`src/rtl/board_input_conditioner.sv`:
```
// board_input_conditioner
// Synchronizes, debounces and edge-detects raw push-button and slide-switch
// pins. Buttons additionally get a hold-to-repeat pulse train.
//
// Handshake note: there is no valid/ready traffic here. Every *_press,
// *_release, *_change and *_repeat output is a one-cycle strobe that user
// logic samples on the next rising edge of clk; no back-pressure exists.
//
// Bit layout: buttons and switches share one conditioning pipeline.
// Buttons occupy bits [BUTTON_COUNT-1:0] and switches occupy the bits above.
module board_input_conditioner #(
  parameter int BUTTON_COUNT    = 4,
  parameter int SWITCH_COUNT    = 8,
  parameter int DEBOUNCE_CYCLES = 1_000_000,
  parameter int REPEAT_DELAY    = 50_000_000,
  parameter int REPEAT_PERIOD   = 10_000_000
) (
  input  logic                      clk,
  input  logic                      rst,
  input  logic [BUTTON_COUNT-1:0]   btn,
  input  logic [SWITCH_COUNT-1:0]   sw,
  output logic [BUTTON_COUNT-1:0]   btn_level,
  output logic [BUTTON_COUNT-1:0]   btn_press,
  output logic [BUTTON_COUNT-1:0]   btn_release,
  output logic [BUTTON_COUNT-1:0]   btn_repeat,
  output logic [SWITCH_COUNT-1:0]   sw_level,
  output logic [SWITCH_COUNT-1:0]   sw_change,
  output logic [2*BUTTON_COUNT-1:0] dbg_repeat_state
);

  localparam int N    = BUTTON_COUNT + SWITCH_COUNT;
  localparam int CW   = $clog2(DEBOUNCE_CYCLES);
  localparam int RMAX = (REPEAT_DELAY > REPEAT_PERIOD) ? REPEAT_DELAY : REPEAT_PERIOD;
  localparam int RW   = $clog2(RMAX);

  localparam logic [CW-1:0] DB_LAST  = CW'(DEBOUNCE_CYCLES - 1);
  localparam logic [RW-1:0] RD_LAST  = RW'(REPEAT_DELAY - 1);
  localparam logic [RW-1:0] RP_LAST  = RW'(REPEAT_PERIOD - 1);

  typedef enum logic [1:0] {
    RPT_IDLE   = 2'd0,
    RPT_DELAY  = 2'd1,
    RPT_REPEAT = 2'd2
  } rpt_state_e;

  logic [N-1:0]         raw;
  logic [N-1:0]         s1_q;
  logic [N-1:0]         s2_q;
  logic [N-1:0]         stable_q, stable_d;
  logic [N-1:0]         edge_q, edge_d;
  logic [N-1:0][CW-1:0] cnt_q, cnt_d;

  assign raw = {sw, btn};

  // Two-flop synchronizer for every raw pin; only s2_q feeds the debouncer.
  always_ff @(posedge clk or negedge rst) begin
    if (!rst) begin
      s1_q <= '0;
      s2_q <= '0;
    end else begin
      s1_q <= raw;
      s2_q <= s1_q;
    end
  end

  // Debounce next state: a bit must disagree with its stable level for
  // DEBOUNCE_CYCLES consecutive edges before the new level is accepted.
  always_comb begin
    stable_d = stable_q;
    edge_d   = '0;
    cnt_d    = '0;
    for (int i = 0; i < N; i++) begin
      if (s2_q[i] != stable_q[i]) begin
        if (cnt_q[i] == DB_LAST) begin
          stable_d[i] = s2_q[i];
          edge_d[i]   = 1'b1;
        end else begin
          cnt_d[i] = cnt_q[i] + CW'(1);
        end
      end
    end
  end

  // Debounce state: stable level, run counter and the one-cycle edge strobe.
  always_ff @(posedge clk or negedge rst) begin
    if (!rst) begin
      stable_q <= '0;
      edge_q   <= '0;
      cnt_q    <= '0;
    end else begin
      stable_q <= stable_d;
      edge_q   <= edge_d;
      cnt_q    <= cnt_d;
    end
  end

  // Level and edge strobe are registered together, so they move in the same cycle.
  assign btn_level   = stable_q[BUTTON_COUNT-1:0];
  assign btn_press   = edge_q[BUTTON_COUNT-1:0] &  stable_q[BUTTON_COUNT-1:0];
  assign btn_release = edge_q[BUTTON_COUNT-1:0] & ~stable_q[BUTTON_COUNT-1:0];
  assign sw_level    = stable_q[N-1:BUTTON_COUNT];
  assign sw_change   = edge_q[N-1:BUTTON_COUNT];

  for (genvar b = 0; b < BUTTON_COUNT; b++) begin : g_rpt
    rpt_state_e    state_q, state_d;
    logic [RW-1:0] hold_q, hold_d;
    logic          pulse;

    // Repeat FSM state register and hold counter.
    always_ff @(posedge clk or negedge rst) begin
      if (!rst) begin
        state_q <= RPT_IDLE;
        hold_q  <= '0;
      end else begin
        state_q <= state_d;
        hold_q  <= hold_d;
      end
    end

    // Repeat FSM next state; an accepted release always wins over a
    // matching count, so no repeat strobe appears in the release cycle.
    always_comb begin
      state_d = state_q;
      hold_d  = hold_q;
      pulse   = 1'b0;
      unique case (state_q)
        RPT_IDLE: begin
          hold_d = '0;
          if (btn_press[b]) begin
            state_d = RPT_DELAY;
          end
        end
        RPT_DELAY: begin
          if (btn_release[b]) begin
            state_d = RPT_IDLE;
            hold_d  = '0;
          end else if (hold_q == RD_LAST) begin
            pulse   = 1'b1;
            state_d = RPT_REPEAT;
            hold_d  = '0;
          end else begin
            hold_d = hold_q + RW'(1);
          end
        end
        RPT_REPEAT: begin
          if (btn_release[b]) begin
            state_d = RPT_IDLE;
            hold_d  = '0;
          end else if (hold_q == RP_LAST) begin
            pulse  = 1'b1;
            hold_d = '0;
          end else begin
            hold_d = hold_q + RW'(1);
          end
        end
        default: begin
          state_d = RPT_IDLE;
          hold_d  = '0;
        end
      endcase
    end

    assign btn_repeat[b]              = pulse;
    assign dbg_repeat_state[2*b +: 2] = state_q;
  end

endmodule
```
`config.mk`:
```
export PLATFORM = sky130hd
export DESIGN_NAME = board_input_conditioner
export DESIGN_NICKNAME = d
export VERILOG_FILES = /design/src/rtl/board_input_conditioner.sv
export SDC_FILE = /design/constraint.sdc
export NUM_CORES = 1
export LEC_CHECK = 0
export CAP_MARGIN = 20
export CORE_UTILIZATION = 45
export DETAILED_ROUTE_END_ITERATION = 8
export GPL_TIMING_DRIVEN = 0
export PLACE_DENSITY = 0.63
export RECOVER_POWER = 50
export SYNTH_ARGS = -nofsm -noshare
export SYNTH_HDL_FRONTEND = slang
export SYNTH_SLANG_ARGS = --single-unit
```
`constraint.sdc`:
```
create_clock -name clk -period 2.8 [get_ports clk]
set_input_delay 0.84 -clock clk [delete_from_list [all_inputs] [get_ports clk]]
set_output_delay 0.84 -clock clk [all_outputs]
set_load 0.01 [all_outputs]
```
# == After elaboration in Yosys (flattened, before gate mapping) ==
# Index checks and enable logic that the tools add are counted.
# classes
n_reduce_logical,20
mux,108
n_bitwise,3
n_eq_ne,52
n_addsub,16
# op_table
operator,count
$mux W20,24
$mux W26,16
$add A20 B1 Y20 const B,12
$eq A20 B20 Y1 const B,12
$pmux W26 S2,4
$add A26 B1 Y26 const B,4
$eq A26 B24 Y1 const B,4
$eq A26 B26 Y1 const B,4
$mux W1,40
$mux W2,16
$pmux W2 S3,4
$reduce_and A2 Y1,12
$ne A2 B2 Y1 const B,8
$ne A1 B1 Y1,12
$ne A3 B3 Y1 const B,4
$reduce_and A3 Y1,4
$and A4 B4 Y4,2
$eq A2 B1 Y1 const B,4
$eq A2 B2 Y1 const B,4
$logic_not A2 Y1,4
$pmux W1 S2,4
$not A4 Y4,1
# totals
word_cells,234
regBits,400

# == Depth between registers and ports, before layout ==
# logic_depth
word_depth,4
depth_mapped,8
mapped_depth_nobuf,7

# == Worst setup path after synthesis ==
# Ideal clock, no wire load.
# synth_timing
path_kind,reg-to-output
from,register g_rpt[1].hold_q[8]
to,output port btn_repeat[1]
path_buffers,1
arrival_ps,1891
path_stages_with_launch,7
path_slack_ps,69
required_ps,1960
cell_sequence,dfrtp_1 > or4b_1 > or4_1 > nor3_2 > a22oi_1 > nor2_1 > buf_4
# synth_between
elab_chain_len,4
elab_cells_between_ends,7
# synth_lines
item,line,text
"start, declared",106,"logic [RW-1:0] hold_q, hold_d;"
"start signal, assigned",116,hold_q <= hold_d;
$eq A26 B24 Y1 or $eq A26 B26 Y1 (tied branches),"149, 137",
"$mux W1, on equally long branches","149, 137",
"$mux W1, on equally long branches","146, 134",
$pmux W1 S2 *,126,unique case (state_q)
"end, declared",25,"output logic [BUTTON_COUNT-1:0] btn_repeat,"
# Mark *: on every way between the ends. The rest lies on a longest branch, timed or not.

# == Final worst setup path ==
# Ends and elaborated chain as after synthesis.

==> results.json <==
{
  "status": "complete, but fails checks",
  "violations": "setup timing",
  "die_y_um": 208,
  "clock_skew_ns": 0.0194,
  "pre_cts_slack_ns": -0.594,
  "async_flop_share_pct": 100,
  "synth_fp_nets": 1961,
  "ys.flop_type": "dfrtp_1",
  "cp_max_fo": 2,
  "worstReg2RegEnd": "g_rpt[3].hold_q[14]$_DFF_PN0_",
  "gp_congestion": 0.838,
  "dieArea_um2": 43300,
  "finalWorstSetupSlack_ns": -0.430,
  "ys_seq_elements": 400,
  "vdd_drop_max_mv": 0.696,
  "place_hpwl_um": 23600,
  "netlist_area_um2": 19100,
  "drv_slew": 0,
  "clk_pin_slew_ns": 0.05,
  "ys_types": 53,
  "via_per_inst": 5.20,
  "p_leak_uw": 0.00922,
  "cpPeakStageDelay_ns": 0.52,
  "yosys_warnings": 0,
  "fin_util_pct": 52.9,
  "finalCritPeriodShare_pct": 115,
  "cts_sinks": 400,
  "io_pins": 54,
  "cts_max_path_buffers": 3,
  "grt-ovfl-total": 0,
  "min_from": "s1_q[4]$_DFF_PN0_",
  "finalPower_uw": 12000,
  "cp-start-kind": "flip-flop",
  "fin_nets": 2091,
  "syn_inst": 1919,
  "arrival_ns": 2.39,
  "synth_edf_count": 0,
  "h-tree-depth": 2,
  "cts_tree": "yes",
  "powerDensity_nw_per_um2": 540,
  "syn_avg_cell_area_um2": 9.96,
  "fmax_ghz": 0.310,
  "vias": 13600,
  "post_drt_wl_per_cell_um": 13.9,
  "worst_slew_pin_slew_ns": 1.30,
  "cts-root-buf": "clkbuf_16",
  "ant_nets": 0,
  "cap_violations": 0,
  "wirelength_um": 36300,
  "drt-initial-drc-count": 565,
  "r2r_start": "g_rpt[3].hold_q[0]$_DFF_PN0_",
  "grt_pass1_wl_um": 64700,
  "crit_slowest_cell": "or4b_1",
  "rows": 75,
  "fin_crit_ns": 3.23,
  "hold_viol_final": 0,
  "start_util_pct": 45.6,
  "cp_data_required_time_ns": 1.96,
  "core_area_um2": 41900,
  "antennaDiodeCount": 0,
  "ys_seq_area_share_pct": 52.4,
  "drive_above_1_share_pct": 9.21,
  "min_path_cells": 0,
  "worstSetupPathType": "reg2out",
  "max_slew_margin_pct": 13.3,
  "drtPass1Iterations": 5,
  "grt.total_usage_pct": 17.6,
  "antenna_found_initial": 0,
  "area_delta_synth_final_pct": 16.1,
  "grt_max_degree": 121,
  "io_buffers": 53,
  "worstPathCellList": "or4b_1 -> or4_4 -> nor3_4 -> a22oi_2 -> nor2_2 -> buf_6",
  "die_w_um": 208,
  "reg2regPathDepth": 9,
  "route.detailed.drc": 0,
  "clk_latency_ns": 0.57,
  "grt_pass1_vias": 13600,
  "rsz0062_at_grt": "true",
  "critPathCaptureType": "output port",
  "whs_ns": 0.349,
  "numCtsBuffers": 45,
  "hold_path_class": "reg2reg",
  "reg2reg_slack_ns": 0.35,
  "final_cell_mix": "403 x nor2_1, 393 x dfrtp_1, 189 x xor2_1",
  "layout_commonest_cell": "nor2_1",
  "setup_viol": 4,
  "hold_end": "s2_q[4]$_DFF_PN0_"
}
[per-layer routing]
layer	routed length (um)	GRT usage [%]	up-vias
met5	0	0	-
li1	-	-	6758
met2	16900	27.8	149
met4	803	5.98	0
met1	17300	24.6	6670
met3	1270	3.03	51
[power by group]
part	switching (uW)	leakage (uW)	internal, uW
Clock	2350	0.000728	3460
Sequential	56.2	0.00549	5840
Combinational	207	0.00300	71.6
Total	2610	0.00922	9370
[critical path, delay by kind of cell (launching register included)]
kind            cells  cell delay [ns]
simple gates        4             1.23
flops               1             0.39
buf+inv             1             0.11
compound gates      1             0.10
[Yosys cell counts, drive strengths merged, types with 8 or more instances]
master	count	area (um2)
a21oi	9	45.0
and2	12	75.1
and3	42	264
and4	27	236
buf	29	181
clkbuf	26	97.6
dfrtp	400	10000
ha	28	350
inv	45	169
mux2	15	173
nand2	128	480
nand2b	11	68.8
nand3	138	691
nand4	94	588
nor2	404	1520
nor2b	10	62.6
nor3	41	210
nor4	49	332
nor4b	12	111
o21ai	9	56.3
or2	8	50.1
xnor2	134	1170
xor2	189	1660
[cell type report]
type                    count  area [um2]
plain buffers              52         260
clock buffers              71        1380
clock inverters            11        87.6
well taps                 539         674
repair buffers             86         786
flip-flops and latches    400       10000
fillers                  3665       19800
multi-input cells        1419        8820
inverters                  45         169
[flip-flops by register name, summed over array words and instances (netlist names)]
| signal | count |
|---|---|
| s2_q | 12 |
| g_rpt.hold_q | 104 |
| s1_q | 12 |
| g_rpt.state_q | 8 |
| stable_q | 12 |
| edge_q | 12 |
| cnt_q | 240 |
[cells by family after synthesis]
logic type               count (synthesis)  share of synthesized area (%)
AND/OR/NAND/NOR                       1025                           26.8
adder cells (fa/ha/maj)                 28                           1.83
XOR/XNOR                               323                           14.8
AO/OA/AOI/OAI                           27                          0.930
multiplexers                            16                          0.956
buffers and inverters                  100                           2.34
flip-flops                             400                           52.4
[stage by stage]
stage	cell area [um2]	setup TNS (ns)	std cells
after detailed placement	20400	-2.03	2514
after global routing	22200	-1.84	2623
after CTS	22200	-1.59	2621
after global placement	20300	-6713.39	2511
final	22200	-1.17	2623
after floorplan	19100	0	1919
[how the worst max path moves through the flow]
stage | cells after the start | slack (ns) | startpoint | end
after floorplan | 6 | 0.07 | g_rpt[1].hold_q[8]$_DFF_PN0_ | btn_repeat[1]
after global placement | 1 | -16.84 | rst | s1_q[11]$_DFF_PN0_
after detailed placement | 7 | -0.59 | g_rpt[1].hold_q[8]$_DFF_PN0_ | btn_repeat[1]
after CTS | 6 | -0.60 | g_rpt[1].hold_q[18]$_DFF_PN0_ | btn_repeat[1]
after global routing | 6 | -0.55 | g_rpt[1].hold_q[8]$_DFF_PN0_ | btn_repeat[1]
final | 6 | -0.43 | g_rpt[1].hold_q[8]$_DFF_PN0_ | btn_repeat[1]
[repair_timing]
| item | in CTS | in global routing |
|---|---|---|
| pin swaps | 24 | 6 |
| buffers inserted | 28 | 1 |
| hold buffers | 0 | 0 |
| gates resized for setup | 52 | 8 |
| endpoints found under the setup margin | 4 | 6 |
No activity file was read; power rests on OpenSTA's default activity.
